$ cat config.mk
export PLATFORM = sky130hd
export DESIGN_NAME = e3_result_fifo
export DESIGN_NICKNAME = d
export VERILOG_FILES = /design/src/rtl/e3_result_fifo.sv
export SDC_FILE = /design/constraint.sdc
export NUM_CORES = 1
export LEC_CHECK = 0
export CAP_MARGIN = 5
export CORE_UTILIZATION = 47
export DETAILED_ROUTE_END_ITERATION = 10
export GPL_ROUTABILITY_DRIVEN = 1
export PLACE_DENSITY = 0.73
export SYNTH_ARGS = -nofsm -noshare
export SYNTH_HDL_FRONTEND = slang
export SYNTH_SLANG_ARGS = --single-unit
$ cat constraint.sdc
create_clock -name clk -period 2.3 [get_ports clk]
set_clock_uncertainty 0.1 [all_clocks]
set_input_delay 0.69 -clock clk [delete_from_list [all_inputs] [get_ports clk]]
set_output_delay 0.69 -clock clk [all_outputs]
set_load 0.02 [all_outputs]
$ cat src/rtl/e3_result_fifo.sv
// Result FIFO for the excess-3 adder: stores {overflow, sum_e3}, presents the head with the bias removed.
// Optional saturating overflow counter on ovf_cnt when E3_OVF_CNT_EN is defined.
module e3_result_fifo #(
  parameter int DEPTH = 4
) (
  input  logic       clk,
  input  logic       rst_n,
  input  logic       clr,
  input  logic       in_valid,
  output logic       in_ready,
  input  logic [3:0] sum_e3,
  input  logic       overflow,
  output logic       out_valid,
  input  logic       out_ready,
  output logic [3:0] out_bin,
  output logic       out_ovf,
  output logic [3:0] level
`ifdef E3_OVF_CNT_EN
  ,
  output logic [7:0] ovf_cnt
`endif
);

  localparam int PW = (DEPTH > 1) ? $clog2(DEPTH) : 1;

  logic [4:0]    r_mem [DEPTH];
  logic [PW-1:0] r_wr_ptr;
  logic [PW-1:0] r_rd_ptr;
  logic [3:0]    r_level;
  logic          w_push;
  logic          w_pop;
  logic [4:0]    w_head;

  assign in_ready  = (r_level != 4'(DEPTH));
  assign out_valid = (r_level != 4'd0);
  // clr wins over both transfers, so neither pointer nor storage moves on a flush edge
  assign w_push    = in_valid && in_ready && !clr;
  assign w_pop     = out_valid && out_ready && !clr;
  assign level     = r_level;

  assign w_head  = r_mem[r_rd_ptr];
  assign out_bin = w_head[3:0] - 4'd3;
  assign out_ovf = w_head[4];

  always_ff @(posedge clk) begin
    if (w_push) begin
      r_mem[r_wr_ptr] <= {overflow, sum_e3};
    end
  end

  always_ff @(posedge clk or negedge rst_n) begin
    if (!rst_n) begin
      r_wr_ptr <= '0;
      r_rd_ptr <= '0;
      r_level  <= 4'd0;
    end else if (clr) begin
      r_wr_ptr <= '0;
      r_rd_ptr <= '0;
      r_level  <= 4'd0;
    end else begin
      if (w_push) begin
        r_wr_ptr <= (r_wr_ptr == PW'(DEPTH - 1)) ? '0 : r_wr_ptr + PW'(1);
      end
      if (w_pop) begin
        r_rd_ptr <= (r_rd_ptr == PW'(DEPTH - 1)) ? '0 : r_rd_ptr + PW'(1);
      end
      case ({w_push, w_pop})
        2'b10:   r_level <= r_level + 4'd1;
        2'b01:   r_level <= r_level - 4'd1;
        default: r_level <= r_level;
      endcase
    end
  end

`ifdef E3_OVF_CNT_EN
  logic [7:0] r_ovf_cnt;

  // Survives clr; only reset clears it
  always_ff @(posedge clk or negedge rst_n) begin
    if (!rst_n) begin
      r_ovf_cnt <= 8'd0;
    end else if (w_push && overflow && (r_ovf_cnt != 8'hFF)) begin
      r_ovf_cnt <= r_ovf_cnt + 8'd1;
    end
  end

  assign ovf_cnt = r_ovf_cnt;
`endif

endmodule

==> reports/summary.txt, run 1 <==
Maximum vdd drop -> 0.783 mV
Critical Path Start Type -> register
Pre-CTS WS -> -555 ps
Starting Density -> 49.6%
Routability congestion estimate -> 0.812
Least-Margin Pin Slew -> 415 ps
Area of the die -> 3130 um2
Failing checks -> setup timing
Vias/cell -> 5.55
Finished Cell Area -> 2020 um2
Final Cycle Share -> 117%
Clk slew on worst S/H paths -> 170 ps
Synthesized area -> 1370 um2
Share of layout cells above drive strength 1 -> 45.7%
ANT nets after route -> 0
Crit end category -> primary output
Max_cap viols -> 0
Clk sinks -> 28
Slew headroom -> 72.3%
Seq cells post-synth -> 28
Setup-failing EPs final -> 10
CP arrival -> 1900 ps
Worst Reg-to-Reg Cells -> 8
Sequential fraction of the synthesis area -> 58.6%
CP peak stage delay -> 580 ps
GR Overflow Total -> 0
Worst-case clock buffer depth -> 2
CTS root buf -> clkbuf_4
Cell Chain, Critical Path -> mux4_2, ha_2, xnor2_2, buf_4
Layout Area Growth over Synthesis -> 47.8%
Post-layout min period -> 2690 ps
# rows -> 19
Largest net degree at the start of global routing -> 17
Core ar. -> 2760 um2
RSZ-0062 raised after global routing -> yes
Crit path kind -> reg2out
Crit path required time -> 1510 ps
Routed len/inst -> 19.1 um
FF-to-FF setup slack -> -270 ps
Max stage delay cell, worst path -> mux4_2
Number of remaining DRC errors -> 0
Worst r2r src -> level[1]$_DFFE_PN0P_
First DRT Iteration DRCs -> 39
Die height -> 55.9 um
Final WL -> 3.47 mm
Max Fclk -> 0.372 GHz
H-Tree Depth -> 1
Dpl hpwl -> 2.34 mm
Worst-Skew Late Latency -> 340 ps
Post-Synthesis Cells -> 95
Num CTS Buffers -> 3
Run status -> complete, but fails checks
Reg2reg end -> level[3]$_DFFE_PN0P_
DP Area -> 1800 um2
Power Dens Cells -> 1060 nW/um2
Synth warn -> 0
CTS Hold Buffers Added -> 0
WP buf/inv -> 1
Slew Viols, Final -> 0
I/O pins -> 21
Overall global routing resource usage -> 23.1%
Final worst slack -> -386 ps
Via count -> 1,010
Crit path depth -> 4
Worst hold path type -> reg2reg
Pleak -> 0.852 nW
Critical path peak fanout -> 3
Syn_nets -> 114
Nets -> 171
Number of port buffers -> 20
Initial antenna violation count -> 0
Number of global-route vias before repair -> 1,068
1st-pass router iterations -> 4
Final Hold Violating Endpoints -> 0
CP startpoint -> r_rd_ptr[0]$_DFFE_PN0P_
First-pass GRT wire length -> 5.18 mm
Critical path destination -> out_bin[2]
Critical path's top delay family -> multiplexers
CTS tree -> done
Yosys cell types -> 30
Die W -> 55.9 um
Mean post-synth cell area -> 14.4 um2
Ant. Diodes -> 0
[routing by layer]
| layer | track usage (%) | vias up | wire length, um | part of all wire, % |
|---|---|---|---|---|
| met1 | 28.8 | 493 | 1370 | 40 |
| met2 | 36.7 | 38 | 1810 | 52 |
| met3 | 4.65 | 10 | 170 | 4.9 |
| li1 | - | 469 | - | - |
| met4 | 15.3 | 0 | 118 | 3.4 |
| met5 | 0 | - | 0 | 0 |
[cell families (layout without fill, tap and decap cells)]
family | Yosys count | in the layout | synth area share [%]
buf+inv | 6 | 62 | 1.65
flops | 28 | 28 | 58.6
xor+xnor | 4 | 4 | 2.56
fa+ha+maj | 9 | 9 | 8.78
simple gates | 28 | 28 | 12.0
mux | 7 | 7 | 9.79
compound gates | 13 | 13 | 6.68
[worst reg2reg max path, cell delays in order, from the launching register on]
cell	delay (ps)
dfrtp_2	460
or4b_4	560
a21o_1	240
nor2_4	140
ha_4	140
a21o_1	170
a211oi_2	100
or4b_1	520
nand4_1	90
[state kept, by name, summed over array words and instances, names as in the netlist]
signal    count
r_wr_ptr      2
r_rd_ptr      2
r_mem        20
level         4
[per-stage QoR]
stage                     setup TNS, ps  cells  power (W)  utilization, %  hold WS (ps)
final                             -2070    182    0.00215            73.3           485
after global routing              -2780    182    0.00226            73.3           516
after CTS                         -1690    177    0.00206            70.7           493
after detailed placement          -3260    167    0.00164            65.3           474
after global placement            -2550    167    0.00160            65.3           462
after floorplan                    -217     95    0.00119               -           294
[timing repair]
action,in CTS,in global routing
endpoints found under the setup margin,12,11
gates cloned,0,0
endpoints found under the hold margin,0,0
pin swaps,9,9
resized for setup,56,8
setup buffers,6,5
[worst min path at each step]
stage                                  startpoint                       to  slack (ps)  depth (start not counted)
after floorplan                             rst_n     level[0]$_DFFE_PN0P_         290                          0
after global placement    r_wr_ptr[1]$_DFFE_PN0P_  r_wr_ptr[1]$_DFFE_PN0P_         460                          2
after detailed placement  r_wr_ptr[1]$_DFFE_PN0P_  r_wr_ptr[1]$_DFFE_PN0P_         470                          2
after CTS                 r_wr_ptr[1]$_DFFE_PN0P_  r_wr_ptr[1]$_DFFE_PN0P_         490                          2
after global routing      r_wr_ptr[1]$_DFFE_PN0P_  r_wr_ptr[1]$_DFFE_PN0P_         520                          2
final                     r_wr_ptr[1]$_DFFE_PN0P_  r_wr_ptr[1]$_DFFE_PN0P_         480                          2
[Yosys cell counts]
| cell type | n | area, um2 |
|---|---|---|
| nand4_1 | 1 | 6.26 |
| mux2_1 | 1 | 11.3 |
| nor2b_1 | 1 | 6.26 |
| edfxtp_1 | 20 | 601 |
| o2111ai_1 | 2 | 17.5 |
| or4_4 | 1 | 11.3 |
| nand2_2 | 1 | 6.26 |
| a21oi_1 | 6 | 30.0 |
| or3_1 | 1 | 6.26 |
| nor3_1 | 1 | 5.00 |
| dfrtp_1 | 8 | 200 |
| nand3_1 | 2 | 10.0 |
| inv_1 | 4 | 15.0 |
| or4b_4 | 1 | 13.8 |
| clkbuf_1 | 2 | 7.51 |
| mux2i_1 | 1 | 10.0 |
| mux4_2 | 5 | 113 |
| o41ai_2 | 1 | 16.3 |
| xnor2_1 | 2 | 17.5 |
| or4b_1 | 2 | 20.0 |
| fa_1 | 1 | 20.0 |
| a211oi_1 | 1 | 7.51 |
| xor2_1 | 2 | 17.5 |
| a21o_1 | 2 | 15.0 |
| nor2_1 | 5 | 18.8 |
| and2_1 | 4 | 25.0 |
| nand2_1 | 7 | 26.3 |
| o21ai_0 | 1 | 5.00 |
| and2_4 | 1 | 8.76 |
| ha_1 | 8 | 100 |
[power by group]
group	internal, W	switching (W)	leakage, nW
registers	0.000600	0.0000556	0.285
logic	0.000633	0.000536	0.540
clock network	0.000176	0.000151	0.0279
[final cells by class]
cell class	count	area (um2)
flip-flops and latches	28	805
well taps	31	38.8
inverters	4	15.0
multi-input cells	61	628
repair buffers	54	483
clock inverters	1	30.0
fillers	180	736
clock buffers	3	22.5
[layout by cell type (no fill, tap or decap), types with 2 or more instances in the layout]
cell	netlist	layout
nor2_1	5	4
buf_6	0	12
ha_4	0	2
a21oi_1	6	4
dfrtp_1	8	5
inv_1	4	3
dlygate4sd2_1	0	2
mux4_2	5	5
buf_4	0	29
a21o_1	2	2
or4b_1	2	2
dfrtp_2	0	3
edfxtp_1	20	20
nand2_1	7	7
ha_1	8	5
o2111ai_1	2	2
and2_1	4	4
clkdlybuf4s50_1	0	9
clkbuf_4	0	3
nand3_1	2	2
(Power assumes the default switching activity.)
==> run 2, diff against run 1 <==
- CORE_UTILIZATION: 47 -> 52
- PLACE_DENSITY: 0.73 -> 0.76
- clock period: 2.3 -> 2.69 ns (I/O delays scaled with it)
==> run 2 against run 1 <==
  * The run still ends with setup timing left
  * Worst setup slack better by 290 ps
  * Critical path depth unchanged
  * First-iteration DRC count down 38%
  * Register-to-register slack better by 410 ps
  * Cell count down 9.9%
  * Sequential cell count unchanged
  * Die area down 9.3%
  * Worst hold slack better by 10 ps
  * Global-route usage down 0.67 points
  * Combinational power down 34%
  * Power down 30%
  * Clock power down 48%
  * Largest power group unchanged
==> reports/summary.txt, run 2 (synthesized netlist as in run 1, its figures left out) <==
Final worst slack -> -91.6 ps (was -386 ps)
Core ar. -> 2480 um2 (was 2760 um2)
Reg2reg end -> level[3]$_DFFE_PN0P_ (unchanged)
Initial antenna violation count -> 0 (unchanged)
Ant. Diodes -> 0 (unchanged)
Cell Chain, Critical Path -> mux4_2, ha_1, xnor2_2, buf_4 (was mux4_2, ha_2, xnor2_2, buf_4)
Post-layout min period -> 2780 ps
Slew headroom -> 72.5% (was 72.3%)
Setup-failing EPs final -> 2 (was 10)
Number of global-route vias before repair -> 885 (was 1,068)
Pre-CTS WS -> -318 ps (was -555 ps)
Crit path kind -> reg2out (unchanged)
Critical path peak fanout -> 3 (unchanged)
Num CTS Buffers -> 3 (unchanged)
Final WL -> 2.78 mm (was 3.47 mm)
Nets -> 154 (was 171)
Routed len/inst -> 17.0 um (was 19.1 um)
CTS root buf -> clkbuf_4 (unchanged)
Run status -> complete, but fails checks (unchanged)
Critical path destination -> out_bin[2] (unchanged)
Dpl hpwl -> 2.13 mm (was 2.34 mm)
Worst r2r src -> level[0]$_DFFE_PN0P_ (was level[1]$_DFFE_PN0P_)
Area of the die -> 2840 um2 (was 3130 um2)
Power Dens Cells -> 849 nW/um2 (was 1060 nW/um2)
Least-Margin Pin Slew -> 412 ps (was 415 ps)
Overall global routing resource usage -> 22.4% (was 23.1%)
Starting Density -> 55.2% (was 49.6%)
ANT nets after route -> 0 (unchanged)
CP arrival -> 1870 ps (was 1900 ps)
Vias/cell -> 5.45 (was 5.55)
Clk slew on worst S/H paths -> 140 ps (was 170 ps)
Slew Viols, Final -> 0 (unchanged)
Worst Reg-to-Reg Cells -> 8 (unchanged)
CTS tree -> done (unchanged)
Number of remaining DRC errors -> 0 (unchanged)
Most common cell after layout, fill and taps aside -> edfxtp_1 (was buf_4)
Filler cell count -> 172 (was 180)
WP buf/inv -> 1 (unchanged)
Finished Cell Area -> 1780 um2 (was 2020 um2)
Storage element area -> 802 um2 (was 805 um2)
H-Tree Depth -> 1 (unchanged)
Final Cycle Share -> 103%
Clk sinks -> 28 (unchanged)
# rows -> 18 (was 19)
Pleak -> 0.725 nW (was 0.852 nW)
Die height -> 53.3 um (was 55.9 um)
Maximum vdd drop -> 0.570 mV (was 0.783 mV)
Crit end category -> primary output (unchanged)
CP startpoint -> r_rd_ptr[0]$_DFFE_PN0P_ (unchanged)
Worst-case clock buffer depth -> 2 (unchanged)
Via count -> 893 (was 1,010)
Worst hold path type -> reg2reg (unchanged)
Max Fclk -> 0.360 GHz
Multi-input gate area -> 571 um2 (was 628 um2)
Max stage delay cell, worst path -> mux4_2 (unchanged)
Routability congestion estimate -> 0.783 (was 0.812)
Layout Area Growth over Synthesis -> 30.1% (was 47.8%)
CP peak stage delay -> 540 ps (was 580 ps)
First-pass GRT wire length -> 4.22 mm (was 5.18 mm)
First DRT Iteration DRCs -> 24 (was 39)
Register name with the most flops -> r_mem (unchanged)
Crit path depth -> 4 (unchanged)
FF-to-FF setup slack -> 140 ps (was -270 ps)
Final Hold Violating Endpoints -> 0 (unchanged)
1st-pass router iterations -> 4 (unchanged)
Most frequent cells in the layout -> edfxtp_1, buf_4, clkdlybuf4s50_1 (was buf_4, edfxtp_1, buf_6)
Failing checks -> setup timing (unchanged)
RSZ-0062 raised after global routing -> yes (unchanged)
Die W -> 53.3 um (was 55.9 um)
Number of port buffers -> 20 (unchanged)
Max reg flops -> 20 (unchanged)
Critical path's top delay family -> multiplexers (unchanged)
I/O pins -> 21 (unchanged)
Crit path required time -> 1780 ps (was 1510 ps)
Max_cap viols -> 0 (unchanged)
Worst-Skew Late Latency -> 320 ps (was 340 ps)
GR Overflow Total -> 0 (unchanged)
Largest net degree at the start of global routing -> 16 (was 17)
Share of layout cells above drive strength 1 -> 28.4% (was 45.7%)
Critical Path Start Type -> register (unchanged)
DP Area -> 1720 um2 (was 1800 um2)
CTS Hold Buffers Added -> 0 (unchanged)
Total Power -> 0.00151 W (was 0.00215 W)
## run 2: cell types whose count changed in the layout (fill, tap and decap cells not counted), sizes merged
cell           change
dlygate4sd2        +1
bufinv             -1
clkdlybuf4s50      +4
clkdlybuf4s15      -1
buf               -21
clkbuf             +2
dlymetal6s2s       -1
## run 2: worst reg2reg max path, delay by kind of cell (launching register included)
kind / cells / cell delay, ps
AO/OA/AOI/OAI: 3 / 680
flip-flops: 1 / 480
AND/OR/NAND/NOR: 4 / 930
adder cells (fa/ha/maj): 1 / 250
## run 2: where the power goes
| group | leakage [nW] | internal [W] | total, W | switching, W |
|---|---|---|---|---|
| Combinational | 0.423 | 0.000405 | 0.000769 | 0.000364 |
| Sequential | 0.288 | 0.000511 | 0.000571 | 0.0000609 |
| Clock | 0.0150 | 0.0000580 | 0.000171 | 0.000113 |
| Total | 0.725 | 0.000973 | 0.00151 | 0.000538 |
## run 2: through the flow
stage,TNS [ps],cells,utilization (%),hold WS [ps]
after floorplan,0,95,-,411
after global placement,-712,157,69.3,458
after detailed placement,-963,157,69.3,478
after CTS,-209,164,71.6,496
after global routing,-342,164,71.8,525
final,-173,164,71.8,495
## run 2: worst min-delay path by stage
stage | from | end | slack [ps] | cells after the start
after CTS | r_wr_ptr[0]$_DFFE_PN0P_ | r_wr_ptr[0]$_DFFE_PN0P_ | 500 | 2
after global routing | r_wr_ptr[1]$_DFFE_PN0P_ | r_wr_ptr[1]$_DFFE_PN0P_ | 530 | 2
final | r_wr_ptr[1]$_DFFE_PN0P_ | r_wr_ptr[1]$_DFFE_PN0P_ | 490 | 2
after global placement | r_wr_ptr[1]$_DFFE_PN0P_ | r_wr_ptr[1]$_DFFE_PN0P_ | 460 | 2
after floorplan | rst_n | level[0]$_DFFE_PN0P_ | 410 | 0
after detailed placement | r_wr_ptr[0]$_DFFE_PN0P_ | r_wr_ptr[0]$_DFFE_PN0P_ | 480 | 2
## run 2: final cells by class
| type | count | share of cell area, % |
|---|---|---|
| Multi-Input combinational cell | 61 | 32.1 |
| Clock buffer | 4 | 1.48 |
| Sequential cell | 28 | 45.1 |
| Tap cell | 30 | 2.11 |
| Timing Repair Buffer | 37 | 18.4 |
| Inverter | 4 | 0.844 |
## run 2: timing repair
item                       4_1_cts  5_1_grt
resized for setup               24        4
pin swaps                        0        2
gates cloned                     0        0
buffers inserted                 3        0
hold endpoints to repair         0        0
setup endpoints to repair        7        4
## run 2: metal layers
metal  GRT usage (%)  wire length (um)
met1            25.9              1120
met2            41.7              1590
met3            3.45                59
met4            7.02                10
met5               0                 0
==> run 3, diff against run 2 <==
- CORE_MARGIN: unset -> 3
==> run 3 against run 2 <==
  * The flow still finishes with violations (setup timing)
  * Sequential cell count stayed put
  * Utilization is 2.0 points higher
  * Clock power hardly changed
  * Global-route usage is 4.2 points lower
  * Final area is 2.0% lower
  * Sequential power is 0.9% lower
  * Power is 1.9% lower
==> reports/summary.txt, run 3 (synthesized netlist as in run 1, its figures left out) <==
Crit path kind -> reg2out (unchanged)
Hold path endpoint -> r_wr_ptr[0]$_DFFE_PN0P_ (was r_wr_ptr[1]$_DFFE_PN0P_)
Combinational share of power -> 50.2% (was 50.9%)
Least-Margin Pin Slew -> 443 ps (was 412 ps)
Number of remaining DRC errors -> 0 (unchanged)
Slew Viols, Final -> 0 (unchanged)
Max Fclk -> 0.366 GHz (was 0.360 GHz)
Clk slew on worst S/H paths -> 140 ps (about the same)
Clk sinks -> 28 (unchanged)
Cell Chain, Critical Path -> mux4_2, a21oi_4, xor2_2, buf_4 (was mux4_2, ha_1, xnor2_2, buf_4)
Vias/cell -> 5.76 (was 5.45)
CTS tree -> done (unchanged)
Psw -> 0.000537 W (was 0.000538 W)
Share of layout cells above drive strength 1 -> 29.5% (was 28.4%)
Number of global-route vias before repair -> 928 (was 885)
Power Dens Cells -> 851 nW/um2 (was 849 nW/um2)
Crit end category -> primary output (unchanged)
Starting Density -> 57.9% (was 55.2%)
Reg2reg end -> level[3]$_DFFE_PN0P_ (unchanged)
Failing checks -> setup timing (unchanged)
Max reg flops -> 20 (unchanged)
Cells on Worst Hold Path -> 2 (unchanged)
Filler cell count -> 151 (was 172)
Routed len/inst -> 17.7 um (was 17.0 um)
Clk pwr share -> 11.6% (was 11.3%)
Number of port buffers -> 20 (unchanged)
ANT nets after route -> 0 (unchanged)
Pre-CTS WS -> -246 ps (was -318 ps)
H-Tree Depth -> 1 (unchanged)
Setup-failing EPs final -> 2 (unchanged)
Final Core Density -> 73.8% (was 71.8%)
RSZ-0062 raised after global routing -> yes (unchanged)
Most common cell after layout, fill and taps aside -> edfxtp_1 (unchanged)
Die W -> 57.3 um (was 53.3 um)
First DRT Iteration DRCs -> 39 (was 24)
Power share of the sequential group -> 38.2% (was 37.8%)
Max stage delay cell, worst path -> mux4_2 (unchanged)
Num CTS Buffers -> 3 (unchanged)
Hold path start -> r_wr_ptr[0]$_DFFE_PN0P_ (was r_wr_ptr[1]$_DFFE_PN0P_)
Post-layout min period -> 2730 ps (was 2780 ps)
I/O pins -> 21 (unchanged)
Core ar. -> 2360 um2 (was 2480 um2)
Maximum vdd drop -> 0.632 mV (was 0.570 mV)
Worst Reg-to-Reg Cells -> 9 (was 8)
Final Cycle Share -> 102% (was 103%)
CTS Hold Buffers Added -> 0 (unchanged)
Max_cap viols -> 0 (unchanged)
# rows -> 17 (was 18)
Slew headroom -> 70.4% (was 72.5%)
Overall global routing resource usage -> 18.3% (was 22.4%)
Dpl hpwl -> 2.17 mm (was 2.13 mm)
CP peak stage delay -> 590 ps (was 540 ps)
Post-CTS Setup Bufs -> 0 (was 3)
Die height -> 57.3 um (was 53.3 um)
Pleak -> 0.694 nW (was 0.725 nW)
Layout Area Growth over Synthesis -> 27.4% (was 30.1%)
CP arrival -> 1830 ps (was 1870 ps)
Worst-case clock buffer depth -> 2 (unchanged)
Worst hold path type -> reg2reg (unchanged)
Worst r2r src -> level[0]$_DFFE_PN0P_ (unchanged)
Sw Ratio -> 36.2% (was 35.6%)
Worst-Skew Late Latency -> 320 ps (about the same)
Initial antenna violation count -> 0 (unchanged)
Largest net degree at the start of global routing -> 16 (unchanged)
Run status -> complete, but fails checks (unchanged)
Ant. Diodes -> 0 (unchanged)
Final worst slack -> -44.5 ps (was -91.6 ps)
First-pass GRT wire length -> 4.53 mm (was 4.22 mm)
Routability congestion estimate -> 0.706 (was 0.783)
Final Hold Violating Endpoints -> 0 (unchanged)
Final WL -> 2.77 mm (was 2.78 mm)
Via count -> 904 (was 893)
Critical Path Start Type -> register (unchanged)
WP buf/inv -> 1 (unchanged)
Most frequent cells in the layout -> edfxtp_1, buf_4, clkdlybuf4s50_1 (unchanged)
CTS root buf -> clkbuf_4 (unchanged)
Critical path's top delay family -> multiplexers (unchanged)
Nets -> 149 (was 154)
1st-pass router iterations -> 4 (unchanged)
Critical path peak fanout -> 4 (was 3)
Register name with the most flops -> r_mem (unchanged)
Internal power -> 0.000946 W (was 0.000973 W)
GR Overflow Total -> 0 (unchanged)
Crit path required time -> 1780 ps (about the same)
FF-to-FF setup slack -> 170 ps (was 140 ps)
Area of the die -> 3280 um2 (was 2840 um2)
[run 3: tightest hold or removal path: cells and delay by family, from the launching register on]
kind / cells / cell delay [ps]
DFF: 1 / 450
and+or+nand+nor: 1 / 70
AOI/OAI and AO/OA: 1 / 60
[run 3: how the worst max path moves through the flow]
stage | from | endpoint | slack [ps] | cells past startpoint
global placement | r_rd_ptr[0]$_DFFE_PN0P_ | out_bin[3] | -190 | 4
CTS | r_rd_ptr[0]$_DFFE_PN0P_ | out_bin[2] | -90 | 4
finish | r_rd_ptr[0]$_DFFE_PN0P_ | out_bin[3] | -40 | 4
floorplan | r_rd_ptr[0]$_DFFE_PN0P_ | out_bin[3] | 30 | 4
global route | r_rd_ptr[0]$_DFFE_PN0P_ | out_bin[3] | -130 | 4
detailed placement | r_rd_ptr[0]$_DFFE_PN0P_ | out_bin[3] | -250 | 4
[run 3: timing repair]
item | CTS | global route
pin swaps | 1 | 2
gates resized for setup | 21 | 11
gates cloned | 0 | 0
setup endpoints to repair | 7 | 6
[run 3: per-layer routing]
layer / vias up / share of wire (%) / GRT usage (%)
met5: - / 0 / 0
met4: 0 / 0 / 1.99
met1: 447 / 49 / 27.0
met3: 0 / 4.5 / 4.52
li1: 429 / - / -
met2: 28 / 47 / 28.5
[run 3: per-stage QoR]
step	TNS (ps)	instance area [um2]	power (W)	std cells	hold slack, ps
2_1_floorplan	0	1380	0.000990	95	411
3_3_place_gp	-608	1700	0.00128	153	464
3_5_place_dp	-880	1700	0.00131	153	479
4_1_cts	-158	1720	0.00144	157	497
5_1_grt	-330	1740	0.00157	157	526
6_report	-88.4	1740	0.00148	157	497
[run 3: power by group through the flow]
stage	registers, W	logic (W)	clock network, W
2_1_floorplan	0.000593	0.000397	0
3_5_place_dp	0.000574	0.000738	0
4_1_cts	0.000566	0.000702	0.000176
5_1_grt	0.000575	0.000806	0.000194
6_report	0.000566	0.000745	0.000172
3_3_place_gp	0.000569	0.000715	0
[run 3: cell type report]
type	instances	area, um2	share of cell area, %
Sequential cell	28	805	46.2
Inverter	4	15.0	0.861
Clock buffer	4	26.3	1.51
Tap cell	28	35.0	2.01
Timing Repair Buffer	32	274	15.7
Multi-Input combinational cell	61	588	33.7
